File: config.mk
export PLATFORM = sky130hd
export DESIGN_NAME = fp16_add_pipe
export DESIGN_NICKNAME = d
export VERILOG_FILES = /design/src/rtl/fp16_pkg.sv /design/src/rtl/fp16_add_lane.sv /design/src/rtl/fp16_add_pipe.sv
export SDC_FILE = /design/constraint.sdc
export NUM_CORES = 2
export LEC_CHECK = 0
export CAP_MARGIN = 20
export CORE_MARGIN = 5
export CORE_UTILIZATION = 55
export DETAILED_ROUTE_END_ITERATION = 7
export PLACE_DENSITY = 0.79
export RECOVER_POWER = 100
export SLEW_MARGIN = 20
export SYNTH_ARGS = -nofsm -noshare
export SYNTH_HDL_FRONTEND = slang
export SYNTH_SLANG_ARGS = --single-unit
File: constraint.sdc
create_clock -name clk -period 7.3 [get_ports clk]
set_input_delay 1.46 -clock clk [delete_from_list [all_inputs] [get_ports clk]]
set_output_delay 1.46 -clock clk [all_outputs]
set_load 0.01 [all_outputs]
File: src/rtl/fp16_pkg.sv
// Shared FP16 field widths, special encodings and operand unpacking
// for the pipelined adder.
package fp16_pkg;
   localparam int          FP16_EXP_W    = 5;
   localparam int          FP16_MAN_W    = 10;
   localparam int          FP16_EXP_BIAS = 15;
   localparam int          FP16_EXP_MAX  = 2 * FP16_EXP_BIAS + 1;
   localparam logic [15:0] FP16_QNAN     = 16'h7E00;
   localparam logic [15:0] FP16_PINF     = 16'h7C00;

   typedef struct packed {
      logic                  sign;
      logic [FP16_EXP_W-1:0] exp;
      logic [FP16_MAN_W-1:0] man;
      logic                  is_nan;
      logic                  is_inf;
      logic                  is_zero;
   } fp16_unpacked_t;

   // Subnormals are reported as zero with a cleared mantissa (flush-to-zero).
   function automatic fp16_unpacked_t fp16_unpack(input logic [15:0] x);
      fp16_unpacked_t u;
      u.sign    = x[15];
      u.exp     = x[14:10];
      u.man     = x[9:0];
      u.is_nan  = (x[14:10] == 5'h1F) && (x[9:0] != 10'd0);
      u.is_inf  = (x[14:10] == 5'h1F) && (x[9:0] == 10'd0);
      u.is_zero = (x[14:10] == 5'd0);
      if (u.is_zero) u.man = '0;
      return u;
   endfunction
endpackage

File: src/rtl/fp16_add_lane.sv
// One FP16 add/sub lane: S1 aligns the smaller operand, S2 adds,
// normalizes, rounds to nearest-even and packs.
module fp16_add_lane
   import fp16_pkg::*;
(
   input  logic        clk,
   input  logic        rst_n,
   input  logic        en,
   input  logic        sub,
   input  logic [15:0] a,
   input  logic [15:0] b,
   output logic [15:0] y
);
   fp16_unpacked_t ua, ub;
   logic [15:0] b_eff;
   logic        swap;
   logic [10:0] sig_a, sig_b, small_sig;
   logic [4:0]  big_exp, small_exp, diff;
   logic [41:0] wide;
   logic [13:0] small_al;
   logic        nan_c, inf_c;

   logic [15:0] s1_a, s1_b;
   logic        s1_swap, s1_nan, s1_inf;
   logic [13:0] s1_small;

   assign b_eff = {b[15] ^ sub, b[14:0]};

   always_comb begin
      ua        = fp16_unpack(a);
      ub        = fp16_unpack(b_eff);
      sig_a     = ua.is_zero ? 11'd0 : {1'b1, ua.man};
      sig_b     = ub.is_zero ? 11'd0 : {1'b1, ub.man};
      swap      = {ub.exp, ub.man} > {ua.exp, ua.man};
      big_exp   = swap ? ub.exp : ua.exp;
      small_exp = swap ? ua.exp : ub.exp;
      small_sig = swap ? sig_a : sig_b;
      diff      = big_exp - small_exp;
      // 31 spare low bits guarantee nothing shifted out escapes the sticky OR
      wide      = {small_sig, 31'd0} >> diff;
      small_al  = {wide[41:29], |wide[28:0]};
      nan_c     = ua.is_nan | ub.is_nan | (ua.is_inf & ub.is_inf & (ua.sign ^ ub.sign));
      inf_c     = ua.is_inf | ub.is_inf;
   end

   always_ff @(posedge clk or negedge rst_n) begin
      if (!rst_n) begin
         s1_a     <= '0;
         s1_b     <= '0;
         s1_swap  <= 1'b0;
         s1_small <= '0;
         s1_nan   <= 1'b0;
         s1_inf   <= 1'b0;
      end else if (en) begin
         s1_a     <= a;
         s1_b     <= b_eff;
         s1_swap  <= swap;
         s1_small <= small_al;
         s1_nan   <= nan_c;
         s1_inf   <= inf_c;
      end
   end

   logic [15:0] big, res;
   logic [10:0] big_sig;
   logic        eff_sub, found, up;
   logic [14:0] big_ext, raw;
   logic [13:0] m;
   logic [3:0]  lz;
   logic [6:0]  e, e_r;
   logic [11:0] rnd;
   logic [9:0]  man;

   always_comb begin
      big     = s1_swap ? s1_b : s1_a;
      big_sig = (big[14:10] == 5'd0) ? 11'd0 : {1'b1, big[9:0]};
      eff_sub = s1_a[15] ^ s1_b[15];
      big_ext = {1'b0, big_sig, 3'b000};
      raw     = eff_sub ? (big_ext - {1'b0, s1_small}) : (big_ext + {1'b0, s1_small});
      lz      = 4'd0;
      found   = 1'b0;
      for (int i = 13; i >= 0; i--) begin
         if (!found && raw[i]) begin
            lz    = 4'(13 - i);
            found = 1'b1;
         end
      end
      if (raw[14]) begin
         m = {raw[14:2], |raw[1:0]};
         e = {2'b00, big[14:10]} + 7'd1;
      end else begin
         m = raw[13:0] << lz;
         e = {2'b00, big[14:10]} - {3'b000, lz};
      end
      up  = m[2] & (m[3] | m[1] | m[0]);
      rnd = {1'b0, m[13:3]} + {11'd0, up};
      if (rnd[11]) begin
         e_r = e + 7'd1;
         man = rnd[10:1];
      end else begin
         e_r = e;
         man = rnd[9:0];
      end
      // e_r[6] set means the exponent went negative
      if (s1_nan)                               res = FP16_QNAN;
      else if (s1_inf)                          res = FP16_PINF | {big[15], 15'd0};
      else if (raw == 15'd0)                    res = {~eff_sub & big[15], 15'd0};
      else if (e_r[6] || (e_r == 7'd0))         res = {big[15], 15'd0};
      else if (e_r >= 7'(FP16_EXP_MAX))         res = FP16_PINF | {big[15], 15'd0};
      else                                      res = {big[15], e_r[4:0], man};
   end

   always_ff @(posedge clk or negedge rst_n) begin
      if (!rst_n)  y <= '0;
      else if (en) y <= res;
   end
endmodule

File: src/rtl/fp16_add_pipe.sv
// Multi-lane two-stage FP16 adder/subtractor with whole-pipe stall
// handshake and an info sideband travelling with each beat.
module fp16_add_pipe
   import fp16_pkg::*;
#(
   parameter int LANES      = 4,
   parameter int INFO_WIDTH = 23
) (
   input  logic                  clk,
   input  logic                  rst_n,
   input  logic                  in_vld,
   output logic                  in_rdy,
   input  logic                  sub,
   input  logic [INFO_WIDTH-1:0] info_in,
   input  logic [16*LANES-1:0]   data0,
   input  logic [16*LANES-1:0]   data1,
   output logic                  out_vld,
   input  logic                  out_rdy,
   output logic [INFO_WIDTH-1:0] info_out,
   output logic [16*LANES-1:0]   sum
);
   logic                  s1_vld, s2_vld;
   logic [INFO_WIDTH-1:0] s1_info;

   // Both stages advance together whenever the output slot is free or draining
   assign in_rdy  = !s2_vld || out_rdy;
   assign out_vld = s2_vld;

   always_ff @(posedge clk or negedge rst_n) begin
      if (!rst_n) begin
         s1_vld   <= 1'b0;
         s2_vld   <= 1'b0;
         s1_info  <= '0;
         info_out <= '0;
      end else if (in_rdy) begin
         s1_vld   <= in_vld;
         s2_vld   <= s1_vld;
         s1_info  <= info_in;
         info_out <= s1_info;
      end
   end

   for (genvar i = 0; i < LANES; i++) begin : g_lane
      fp16_add_lane u_lane (
         .clk   (clk),
         .rst_n (rst_n),
         .en    (in_rdy),
         .sub   (sub),
         .a     (data0[16*i +: 16]),
         .b     (data1[16*i +: 16]),
         .y     (sum[16*i +: 16])
      );
   end
endmodule

==> impl_metrics.json <==
{
  "outcome": "complete, but fails checks",
  "hold_class": "flop to flop",
  "leakagePower_nw": 16.99,
  "yosys.area.top_type": "dfrtp_1",
  "clockRootBuffer": "clkbuf_16",
  "period_share_pct": 95.61,
  "port_buffers": 244,
  "critPathMostFrequentCell": "ha_1",
  "power.density_nw_per_um2": 423.4,
  "cts_tree": "built",
  "grt_pass1_vias": 31884,
  "worst_ep_arrival_time_ns": 7.42,
  "maxCapViolCount": 5,
  "place_congestion": 0.9978,
  "cp_slowest_stage_delay_ns": 0.54,
  "crit_path_top_delay_cell": "fa_1",
  "die_x_um": 251.1,
  "dr.first_iter.drc_count": 3424,
  "drv_slew": 335,
  "die_area_um2": 63030,
  "drc": 0,
  "hold_violations": 0,
  "start_util_pct": 55.50,
  "cp_max_fo": 12,
  "yosysTopAreaCellShare_pct": 24.12,
  "clk_pin_slew_ns": 0.06,
  "clk_latency_ns": 0.57,
  "yosysUniqueCellTypes": 116,
  "max_freq_ghz": 0.1433,
  "yosysMostFrequentCell": "nand2_1",
  "peakVddDrop_v": 0.0002641,
  "synth_seq_cells": 308,
  "required_ns": 7.74,
  "antenna_cells": 0,
  "worst_slew_margin_rel_pct": -229.9,
  "ys_seq_area_share_pct": 24.12,
  "layout-drive-gt1-share_pct": 11.28,
  "fin_ws_ns": 0.3207,
  "ioPinCount": 245,
  "core_area_um2": 57590,
  "tightest_slew_ns": 4.948,
  "track_usage_pct": 31.55,
  "nets": 4891,
  "antenna_left": 0,
  "yosys_warnings": 0,
  "cts.sink_count": 308,
  "synth_common_cells": "nand2_1, nor2_1, dfrtp_1, o21ai_0, a21oi_1",
  "critPathCaptureType": "flop",
  "syn_area_per_cell_um2": 7.520,
  "htreeDepth": 2,
  "synth_fp_nets": 4578,
  "async_flop_share_pct": 100.0,
  "wirelength_mm": 105.2,
  "synth_area_leaders": "dfrtp_1, nand2_1, ha_1, mux2i_1, nor2_1",
  "die_y_um": 251.1,
  "syn_inst": 4250,
  "fin_skew_ns": 0.02653,
  "dr.pass1.iters": 6,
  "cts_made_buffers": 37,
  "violations": "max-capacitance violations, max-slew violations",
  "grt_first_pass_wirelength_mm": 167.5,
  "hpwl_mm": 81.49,
  "globalRoute.totalOverflow": 0,
  "ctsHoldBuffers": 0,
  "synth_edf_count": 0,
  "clk_path_buf_depth": 3,
  "cp-start-kind": "flop",
  "synth_area_um2": 31960,
  "min_period_ns": 6.979,
  "grt_max_degree": 156,
  "num_rows": 88,
  "wl_per_cell_um": 19.64,
  "via_per_inst": 6.338,
  "synth_top_flop_cell": "dfrtp_1",
  "antenna_found_initial": 1,
  "areaGrowthSynthToFinish_pct": 19.42,
  "path_class": "flop to flop",
  "vias": 33948,
  "place_ws_ns": 0.04052,
  "setup_violations": 0,
  "fin_setup_tns_ns": 0
}
worst max-delay path, delay by kind of cell (launching register included):
kind | cells | cell delay [ns]
AO/OA/AOI/OAI | 9 | 2.09
AND/OR/NAND/NOR | 7 | 1.65
adder cells (fa/ha/maj) | 4 | 1.16
buffers and inverters | 6 | 0.75
flip-flops | 1 | 0.46
multiplexers | 2 | 0.42
XOR/XNOR | 1 | 0.33
worst paths after layout:
| kind | from | endpoint | slack (ns) | cells after the start |
|---|---|---|---|---|
| worst max register to register | g_lane[1].u_lane.s1_swap | g_lane[1].u_lane.y[12] | 0.32 | 29 |
| worst min-delay path | info_out[20] | info_out[20] | 0.46 | 2 |
| worst min register to register | info_out[20] | info_out[20] | 0.46 | 2 |
| max in group asynchronous | rst_n | g_lane[1].u_lane.y[4] | 1.39 | 2 |
| min in group asynchronous | rst_n | info_out[3] | 2.67 | 1 |
| worst max-delay path | g_lane[1].u_lane.s1_swap | g_lane[1].u_lane.y[12] | 0.32 | 29 |
area by class of cell:
cell class	count	area [um^2]
Multi-Input combinational cell	3537	23160
Fill cell	5047	19420
Sequential cell	308	7712
Timing Repair Buffer	470	4146
Clock buffer	47	1056
Tap cell	765	957.2
Inverter	209	794.5
Clock inverter	20	335.3
sequential cells by signal, summed over array words and instances (netlist names):
name                    cells
g_lane.u_lane.s1_b         64
g_lane.u_lane.s1_small     56
g_lane.u_lane.s1_nan        4
info_out                   23
s1_info                    23
g_lane.u_lane.s1_a         64
g_lane.u_lane.y            64
s1_vld                      1
out_vld                     1
g_lane.u_lane.s1_swap       4
g_lane.u_lane.s1_inf        4
kinds of logic (layout without fill, tap and decap cells):
family,count (synthesis),after routing,share of synthesized area (%)
flip-flops,308,308,24.12
XOR/XNOR,143,143,3.919
buffers and inverters,405,746,4.944
AND/OR/NAND/NOR,1817,1817,26.20
AO/OA/AOI/OAI,1138,1138,24.85
multiplexers,260,260,8.926
adder cells (fa/ha/maj),179,179,7.047
routing by layer:
| layer | global-route usage (%) | up-vias | share of wire (%) |
|---|---|---|---|
| met4 | 11.71 | 2 | 3.9 |
| met2 | 50.32 | 1527 | 45 |
| met5 | 0 | - | 0.019 |
| met1 | 43.97 | 15972 | 43 |
| met3 | 4.304 | 295 | 7.9 |
| li1 | - | 16152 | - |
power by group:
group / internal, W / switching [W]
Sequential: 0.00208 / 0.000334
Combinational: 0.00460 / 0.00702
Clock: 0.00134 / 0.000776
Total: 0.00803 / 0.00813
through the flow:
stage / util [%] / total power [W] / instances / hold WS (ns) / instance area (um^2)
floorplan: - / 0.01007 / 4250 / 0.4300 / 32060
global placement: 63.03 / 0.01353 / 5272 / 0.4415 / 36300
detailed placement: 63.03 / 0.01355 / 5272 / 0.4468 / 36300
CTS: 65.46 / 0.01575 / 5339 / 0.4601 / 37690
global route: 66.28 / 0.01729 / 5356 / 0.4791 / 38170
finish: 66.28 / 0.01616 / 5356 / 0.4551 / 38170
repair_timing:
item / in CTS / in global routing
resized for setup: 3 / 82
pin swaps: 0 / 15
setup buffers: 0 / 17
endpoints found under the setup margin: 6 / 59
cells in the final DEF (no fill, tap or decap), types with 36 or more instances in the layout:
| cell | Yosys | routed |
|---|---|---|
| nand2_1 | 843 | 842 |
| nor2_1 | 325 | 324 |
| dfrtp_1 | 308 | 304 |
| buf_4 | 6 | 214 |
| a21oi_1 | 206 | 202 |
| o21ai_0 | 209 | 200 |
| inv_1 | 196 | 194 |
| mux2i_1 | 197 | 184 |
| ha_1 | 168 | 167 |
| clkdlybuf4s50_1 | 0 | 151 |
| nand3_1 | 120 | 120 |
| nor3_1 | 114 | 108 |
| dlygate4sd3_1 | 0 | 92 |
| xnor2_1 | 86 | 81 |
| a21o_1 | 61 | 61 |
| o22ai_1 | 60 | 60 |
| o21a_1 | 60 | 58 |
| nand2b_1 | 55 | 55 |
| xor2_1 | 57 | 55 |
| o211ai_1 | 50 | 50 |
| mux2_2 | 46 | 46 |
| and3_1 | 45 | 45 |
| nand4_1 | 45 | 45 |
| and2_1 | 43 | 43 |
| nor4_1 | 48 | 43 |
| o31ai_1 | 45 | 42 |
| a31oi_1 | 42 | 40 |
| clkbuf_16 | 0 | 39 |
| o21ai_1 | 32 | 38 |
| or3_1 | 37 | 36 |
Note: power is estimated with default switching activity, not from simulation.
